$ cat config.mk
export PLATFORM = sky130hd
export DESIGN_NAME = gpr_file_sb
export DESIGN_NICKNAME = d
export VERILOG_FILES = /design/src/rtl/npc_rf_pkg.sv /design/src/rtl/rf_scoreboard.sv /design/src/rtl/gpr_file_sb.sv
export SDC_FILE = /design/constraint.sdc
export NUM_CORES = 2
export LEC_CHECK = 0
export BUFFER_PORTS_ARGS = -buffer_cell sky130_fd_sc_hd__buf_4
export CAP_MARGIN = 40
export CORE_MARGIN = 3
export CORE_UTILIZATION = 64
export DETAILED_ROUTE_END_ITERATION = 8
export GPL_ROUTABILITY_DRIVEN = 0
export PLACE_DENSITY = 0.82
export SYNTH_ARGS = -nofsm -noshare
export SYNTH_HDL_FRONTEND = slang
export SYNTH_SLANG_ARGS = --single-unit
$ cat constraint.sdc
create_clock -name clk -period 74.5 [get_ports clk]
set_clock_uncertainty 0.05 [all_clocks]
set_input_delay 14.9 -clock clk [delete_from_list [all_inputs] [get_ports clk]]
set_output_delay 14.9 -clock clk [all_outputs]
set_load 0.05 [all_outputs]
$ cat src/rtl/npc_rf_pkg.sv
// Shared types and helpers for the NPC general-purpose register file.
package npc_rf_pkg;

    // Write-back source selector encoding.
    typedef enum logic [1:0] {
        WSEL_ALU = 2'd0,
        WSEL_PC4 = 2'd1,
        WSEL_MEM = 2'd2,
        WSEL_CSR = 2'd3
    } wsel_e;

    // Link address offset for jump-and-link write-back.
    localparam int PC_STEP = 4;

    // Low bit of element 'idx' in a packed vector of 'width'-bit elements.
    function automatic int slice_lo(input int idx, input int width);
        return idx * width;
    endfunction

endpackage

$ cat src/rtl/rf_scoreboard.sv
// Pending-write scoreboard: one busy bit per register plus a running count.
module rf_scoreboard
    import npc_rf_pkg::*;
#(
    parameter int ADDR_WIDTH = 5,
    parameter int ZERO_REG   = 1
) (
    input  logic                    clk,
    input  logic                    rst,
    input  logic                    issue_valid,
    input  logic [ADDR_WIDTH-1:0]   issue_rd,
    input  logic                    wen,
    input  logic [ADDR_WIDTH-1:0]   waddr,
    output logic [(1<<ADDR_WIDTH)-1:0] busy,
    output logic [ADDR_WIDTH:0]     busy_count
);

    localparam int NREGS = 1 << ADDR_WIDTH;
    localparam int CW    = ADDR_WIDTH + 1;

    logic [NREGS-1:0] r_busy;
    logic [NREGS-1:0] w_busy_next;
    logic [CW-1:0]    r_count;
    logic             w_set;
    logic             w_inc;
    logic             w_dec;

    // Next busy vector: clear on retire, then set on issue so a new producer wins.
    always_comb begin
        // NOTE: every always_comb output gets a default first so no path leaves it unassigned (no latch).
        w_busy_next = r_busy;
        w_set = issue_valid && !((ZERO_REG != 0) && (issue_rd == '0));
        if (wen) begin
            w_busy_next[waddr] = 1'b0;
        end
        if (w_set) begin
            w_busy_next[issue_rd] = 1'b1;
        end
        // Count moves only when a bit actually flips.
        w_inc = w_set && !r_busy[issue_rd];
        w_dec = wen && r_busy[waddr] && !(w_set && (issue_rd == waddr));
    end

    // Busy bits and their popcount, kept in step on the same edge.
    always_ff @(posedge clk or posedge rst) begin
        if (rst) begin
            r_busy  <= '0;
            r_count <= '0;
        end else begin
            // NOTE: state registers use non-blocking assignments so every flop samples pre-edge values.
            r_busy <= w_busy_next;
            if (w_inc && !w_dec) begin
                r_count <= r_count + CW'(1);
            end else if (w_dec && !w_inc) begin
                r_count <= r_count - CW'(1);
            end
        end
    end

    assign busy       = r_busy;
    assign busy_count = r_count;

endmodule

$ cat src/rtl/gpr_file_sb.sv
// Multi-read-port register file with write-back source select and RAW scoreboard.
module gpr_file_sb
    import npc_rf_pkg::*;
#(
    parameter int ADDR_WIDTH = 5,
    parameter int DATA_WIDTH = 32,
    parameter int NR_READ    = 2,
    parameter int BYPASS     = 1,
    parameter int ZERO_REG   = 1
) (
    input  logic                            clk,
    input  logic                            rst,
    input  logic                            wen,
    input  logic [ADDR_WIDTH-1:0]           waddr,
    input  logic [1:0]                      wsel,
    input  logic [DATA_WIDTH-1:0]           pc,
    input  logic [DATA_WIDTH-1:0]           alu_data,
    input  logic [DATA_WIDTH-1:0]           mem_data,
    input  logic [DATA_WIDTH-1:0]           csr_data,
    input  logic [NR_READ*ADDR_WIDTH-1:0]   raddr,
    output logic [NR_READ*DATA_WIDTH-1:0]   rdata,
    output logic [NR_READ-1:0]              rbusy,
    input  logic                            issue_valid,
    input  logic [ADDR_WIDTH-1:0]           issue_rd,
    output logic [ADDR_WIDTH:0]             busy_count
);

    localparam int NREGS = 1 << ADDR_WIDTH;

    if ((NR_READ < 1) || (NR_READ > 4)) begin : g_bad_nr_read
        $error("gpr_file_sb: NR_READ must be in 1..4");
    end

    logic [DATA_WIDTH-1:0] r_rf [NREGS];
    logic [DATA_WIDTH-1:0] w_wdata;
    logic                  w_we;
    logic [NREGS-1:0]      w_busy;

    // Write-back data source; PC+4 wraps at DATA_WIDTH.
    always_comb begin
        w_wdata = alu_data;
        unique case (wsel_e'(wsel))
            WSEL_ALU: w_wdata = alu_data;
            WSEL_PC4: w_wdata = pc + DATA_WIDTH'(PC_STEP);
            WSEL_MEM: w_wdata = mem_data;
            WSEL_CSR: w_wdata = csr_data;
        endcase
    end

    assign w_we = wen && !((ZERO_REG != 0) && (waddr == '0));

    // Register array; reset clears every entry so reads are defined after reset.
    always_ff @(posedge clk or posedge rst) begin
        if (rst) begin
            // NOTE: clearing the whole array on reset forces flops rather than RAM; intended here.
            for (int i = 0; i < NREGS; i++) begin
                r_rf[i] <= '0;
            end
        end else if (w_we) begin
            r_rf[waddr] <= w_wdata;
        end
    end

    rf_scoreboard #(
        .ADDR_WIDTH (ADDR_WIDTH),
        .ZERO_REG   (ZERO_REG)
    ) u_scoreboard (
        .clk         (clk),
        .rst         (rst),
        .issue_valid (issue_valid),
        .issue_rd    (issue_rd),
        .wen         (wen),
        .waddr       (waddr),
        .busy        (w_busy),
        .busy_count  (busy_count)
    );

    for (genvar g = 0; g < NR_READ; g++) begin : g_rd
        logic [ADDR_WIDTH-1:0] w_ra;
        logic [DATA_WIDTH-1:0] w_rd;
        logic                  w_hit;

        assign w_ra  = raddr[slice_lo(g, ADDR_WIDTH) +: ADDR_WIDTH];
        assign w_hit = (BYPASS != 0) && wen && (waddr == w_ra);

        // Read mux: reset and x0 force zero, then same-cycle bypass, then array.
        always_comb begin
            w_rd = r_rf[w_ra];
            if (rst) begin
                w_rd = '0;
            end else if ((ZERO_REG != 0) && (w_ra == '0)) begin
                w_rd = '0;
            end else if (w_hit) begin
                w_rd = w_wdata;
            end
        end

        assign rdata[slice_lo(g, DATA_WIDTH) +: DATA_WIDTH] = w_rd;
        assign rbusy[g] = w_busy[w_ra] && !w_hit;
    end

endmodule

## Yosys cells after proc, flatten, opt, wreduce, memory -nomap -nowiden

Index checks and enable logic that the tools add are counted.

- Flip-flop bits (word level): 1,062
- Bits of input ports: 154
- Output and inout bits: 72
- Logic and storage cells: 120

- Add/sub/neg operators: 3
- Order comparisons: 10
- Equal/unequal tests: 6
- Muxes and demuxes: 32
- Bitwise gates (word level): 6
- Reduce and logical (&&, ||, !) cells: 29

Operator list:

| cell | number |
|---|---|
| bitwise mux 1024 bit | 1 |
| 2-to-1 mux 32 bit | 13 |
| binary-select mux 32 bit (select 5 bit) | 2 |
| demux 32 bit (select 5 bit) | 1 |
| one-hot mux 32 bit (4 select lines) | 1 |
| adder 32 x 3 -> 32 bit, second input constant | 1 |
| bitwise AND 32 bit | 1 |
| inverter 32 bit | 1 |
| OR 32 bit | 1 |
| less-than comparator 5 x 6 -> 1 bit, second input constant | 4 |
| binary-select mux 1 bit (select 5 bit) | 4 |
| zero test 5 bit | 4 |
| >= comparator 6 bit, second input constant | 3 |
| inverter 5 -> 6 bit | 3 |
| equality test 5 bit | 3 |
| logical AND 1 bit | 15 |
| 2-to-1 mux 6 bit | 2 |
| demux 1 bit (select 5 bit) | 2 |
| >= comparator 5 x 1 -> 1 bit, second input constant | 2 |
| zero test 1 bit | 8 |
| adder 6 x 1 -> 6 bit, second input constant | 1 |
| less-than comparator 6 x 1 -> 1 bit, second input constant | 1 |
| 2-to-1 mux 1 bit | 6 |
| subtractor 6 x 1 -> 6 bit, second input constant | 1 |
| other kinds (4) | 5 |

## Longest topological paths before layout

- Word-level depth: 9
- Mapped depth: 16
- Depth with buffers taken out: 15

## By module

From an unflattened synthesis, not the netlist that was laid out.

- Cell total of the unflattened synthesis: 5,405
- Area, all modules: 57,078.5 sq um

By module, submodules not included:

| module | instances | cells an instance | area each (sq um) | sequential area each (sq um) |
|---|---|---|---|---|
| gpr_file_sb | 1 | 5,171 | 54,727.5 | 25,624.6 |
| rf_scoreboard | 1 | 234 | 2,351.0 | 950.9 |

## Worst setup path before layout

Ideal clock, no wire load.

- Path kind: in2out
- Start point: in rst
- End point: out rdata[2]
- Arrival: 42.220 ns
- Required time: 59.550 ns
- Path slack: 17.330 ns
- Stages: 3
- Path buffers: 0
- Cell sequence: inv_1 nand2_1 a211oi_1

- Word-level cells in the longest chain between the ends: 1

Ends and longest elaborated chain:

| element | line | RTL |
|---|---|---|
| start, declared | gpr_file_sb.sv:12 | `input logic rst,` |
| 2-to-1 mux 32 bit | gpr_file_sb.sv:89 | `if (rst) begin` |
| end, declared | gpr_file_sb.sv:21 | `output logic [NR_READ*DATA_WIDTH-1:0] rdata,` |

No other way between the ends.

## Final worst setup path

- Start point: in raddr[0]
- End point: out rdata[26]

- Word-level cells in the longest chain between the ends: 7
- Elaborated cells on any way between the ends: 10
- Those cells by class: eq/ne (1); mux (6); bitwise (1); reduce/logical (2)

Ends and longest elaborated chain:

| element | line | RTL |
|---|---|---|
| start, declared | gpr_file_sb.sv:20 | `input logic [NR_READ*ADDR_WIDTH-1:0] raddr,` |
| inverter 5 -> 6 bit (implied by the code) | gpr_file_sb.sv:88 | `w_rd = r_rf[w_ra];` |
| binary-select mux 32 bit (select 5 bit) | gpr_file_sb.sv:88 |  |
| 2-to-1 mux 32 bit (implied by the code) (2 in a row) | gpr_file_sb.sv:88 |  |
| 2-to-1 mux 32 bit | gpr_file_sb.sv:93 | `end else if (w_hit) begin` |
| 2-to-1 mux 32 bit * | gpr_file_sb.sv:91 | `end else if ((ZERO_REG != 0) && (w_ra == '0)) begin` |
| 2-to-1 mux 32 bit * | gpr_file_sb.sv:89 |  |

Mark *: on every way between the ends. The rest lies on a longest branch, timed or not. The select of a mux whose other input is x is not followed.

==> reports/metrics.cfg <==
[status]
run_status = complete, no violations

[setup_path]
crit_family = buffers and inverters
cpMaxStageDelayCell = o221ai_1
end_kind = primary output
cp_data_required_time_ns = 59.55
cp_max_fo = 76
crit_buf_inv = 3
crit_chain = buf_8, buf_4, xnor2_1, nand2_1, nor3_4, nand2_2, o221ai_1, buf_4
critPathKind = primary input to primary output
critPathMaxStageDelay_ns = 0.83
cp.arrival_ns = 18.93
startpoint_type = primary input
crit_path_frequent_cell = buf_4

[detailed_routing]
via_per_inst = 7.478
route.detailed.drc = 0
postRouteWirelength_mm = 187.4
drt_iter0_drc = 7018
first_pass_iters = 6
postRouteAntennaNets = 0
vias = 46460
routedWlPerCell_um = 30.17

[grt]
grt_pass1_wl_mm = 285.0
grt_use_total_pct = 40.46
grt_pass1_vias = 47190
grt_max_degree = 183
overflow = 0
antenna_found_initial = 4

[timing]
fin_crit_sh_pct = 45.48
period_minus_slack_ns = 33.88
fmax_mhz = 29.51
rsz0062_at_grt = no
tightest_slew_ns = 1.165
setup_tns_ns = 0
final_max_slew_viol_count = 0
timing.hold.ws_ns = 0.3494
finalSetupViolCount = 0
hold_viol_final = 0
relSlewSlack_pct = 22.31

[final_layout]
stdcell_area_sq_um = 63980
nNetsFinal = 5134
mostFrequentLayoutCells = dfrtp_1, nand2_1, o21ai_0
syn2layout_area_growth_pct = 12.04
final_common_cell = dfrtp_1
multi_input_area_sq_um = 28480
regArea_sq_um = 26580
drive_gt1_share_pct = 24.77
n_fill_cell = 5325

[synthesis]
syn-num-nets = 5204
yosysSeqAreaShare_pct = 46.54
synth_cell_types = 67
synth.area.top_cells = dfrtp_1, mux4_2, o21ai_0
yosysWarnings = 0
syn_area_per_cell_sq_um = 11.32
synth_top_area_share_pct = 46.54
ys_ff_latch = 1062
synth_edf_count = 0
syn_inst = 5043
synth_area_sq_um = 57110
ys_async_sr_fraction_pct = 100.0
ys.flop_type = dfrtp_1
yosysTopAreaCell = dfrtp_1

[min_path]
worstHoldPathType = register to register

[floorplanning]
die_h_um = 304.7
boundaryPins = 226
start_util_pct = 65.22
dieWidth_um = 304.7
placementRows = 108
core_sq_um = 87560
dieArea_sq_um = 92850

[power]
leakagePower_uw = 0.02798
p_per_area_nw_per_um2 = 27.63
p_total_uw = 1768
ir_drop_mv = 0.02576

[cts]
postCtsResizedCells = 0
clkSlewWorstSetupHoldPaths_ns = 0.06
clkSinkCount = 1062
cts_tree = done
postCtsSetupRepairBufs = 0
clockRootBuffer = clkbuf_16
hold_buffers = 0
htreeDepth = 3
clkLatencyLatePin_ns = 0.68
cts_buffers = 105
clockBufferDepth = 3

[placement]
place_area_sq_um = 60310
dp_hpwl_mm = 108.1
portBuffers = 225

[flow_run]
drv_cap = 0

## layout make-up
cell class              instances  area share (%)
clock inverters                30          0.7724
diodes                          4         0.01564
flip-flops and latches       1062           41.54
multi-input cells            3399           44.52
repair buffers                364           5.698
inverters                      41          0.2640
well taps                    1155           2.259
clock buffers                 158           4.940
## worst reg2reg max path, delay by kind of cell (launching register included)
family                     cells  cell delay [ns]
AOI/OAI and AO/OA              6             0.99
buffers and inverters          2             0.39
and+or+nand+nor                4             0.57
xor gates and xnor gates       1             0.14
adders and majority gates      2             0.54
DFF                            1             0.43
muxes                          1             0.52
## stage by stage
| stage | utilization, % | setup slack, ns | instances |
|---|---|---|---|
| floorplan | - | 17.33 | 5043 |
| global placement | 67.49 | 40.25 | 5970 |
| detailed placement | 68.87 | 40.65 | 6019 |
| CTS | 73.05 | 40.65 | 6207 |
| global route | 73.06 | 40.45 | 6210 |
| finish | 73.07 | 40.62 | 6213 |
## routing by layer
metal	routed length [um]	GRT usage, %
met5	7	0
met4	13830	24.89
met3	26710	12.94
met2	84170	60.35
met1	62710	52.24
## state kept, by name (all words and copies together), names as in the netlist
signal	cells
u_scoreboard.busy	32
r_rf	1024
u_scoreboard.busy_count	6
## synth_stat cells, types with 7 or more instances
master       n
a21oi_1     25
mux2_2      69
a22oi_1     30
buf_4       29
nor3_1      14
nor2b_1     41
xnor2_1     33
and3_1       7
nand2b_1    25
mux2i_1    153
a221oi_1    65
o21ai_1     53
buf_1       25
nand4_1      9
buf_6       10
buf_2       61
xor2_1      15
mux4_2     568
a22o_1      13
a211oi_1    49
nand2_1   1054
dfrtp_1   1062
a211o_1      7
clkbuf_1   416
nor2_1      62
o21ai_0    949
inv_1       37
o221ai_1    47
nand3_1     15
## worst paths after layout
| path | from | to | slack [ns] | depth (start not counted) |
|---|---|---|---|---|
| min in group asynchronous | rst | r_rf[936]$_DFFE_PP0P_ | 14.37 | 2 |
| worst min register to register | r_rf[995]$_DFFE_PP0P_ | r_rf[995]$_DFFE_PP0P_ | 0.35 | 0 |
| max in group asynchronous | rst | r_rf[381]$_DFFE_PP0P_ | 57.30 | 6 |
| worst max-delay path | raddr[0] | rdata[26] | 40.62 | 8 |
| worst max register to register | u_scoreboard.busy[19]$_DFF_PP0_ | u_scoreboard.busy_count[5]$_DFFE_PP0P_ | 70.77 | 16 |
| worst min-delay path | r_rf[995]$_DFFE_PP0P_ | r_rf[995]$_DFFE_PP0P_ | 0.35 | 0 |
## power breakdown
part	internal, uW	leakage, uW	switching [uW]
logic	201	0.0124	208
registers	692	0.0138	98.7
clock network	336	0.00181	232
## cell families (layout without fill, tap and decap cells)
family | count (synthesis) | in the layout | synth area share [%]
adder cells (fa/ha/maj) | 7 | 7 | 0.1665
AND/OR/NAND/NOR | 1265 | 1265 | 9.064
other | 0 | 4 | 0
AO/OA/AOI/OAI | 1288 | 1288 | 12.76
multiplexers | 791 | 791 | 26.46
flip-flops | 1062 | 1062 | 46.54
buffers and inverters | 582 | 593 | 4.281
XOR/XNOR | 48 | 48 | 0.7362
Note: power is estimated with default switching activity, not from simulation.
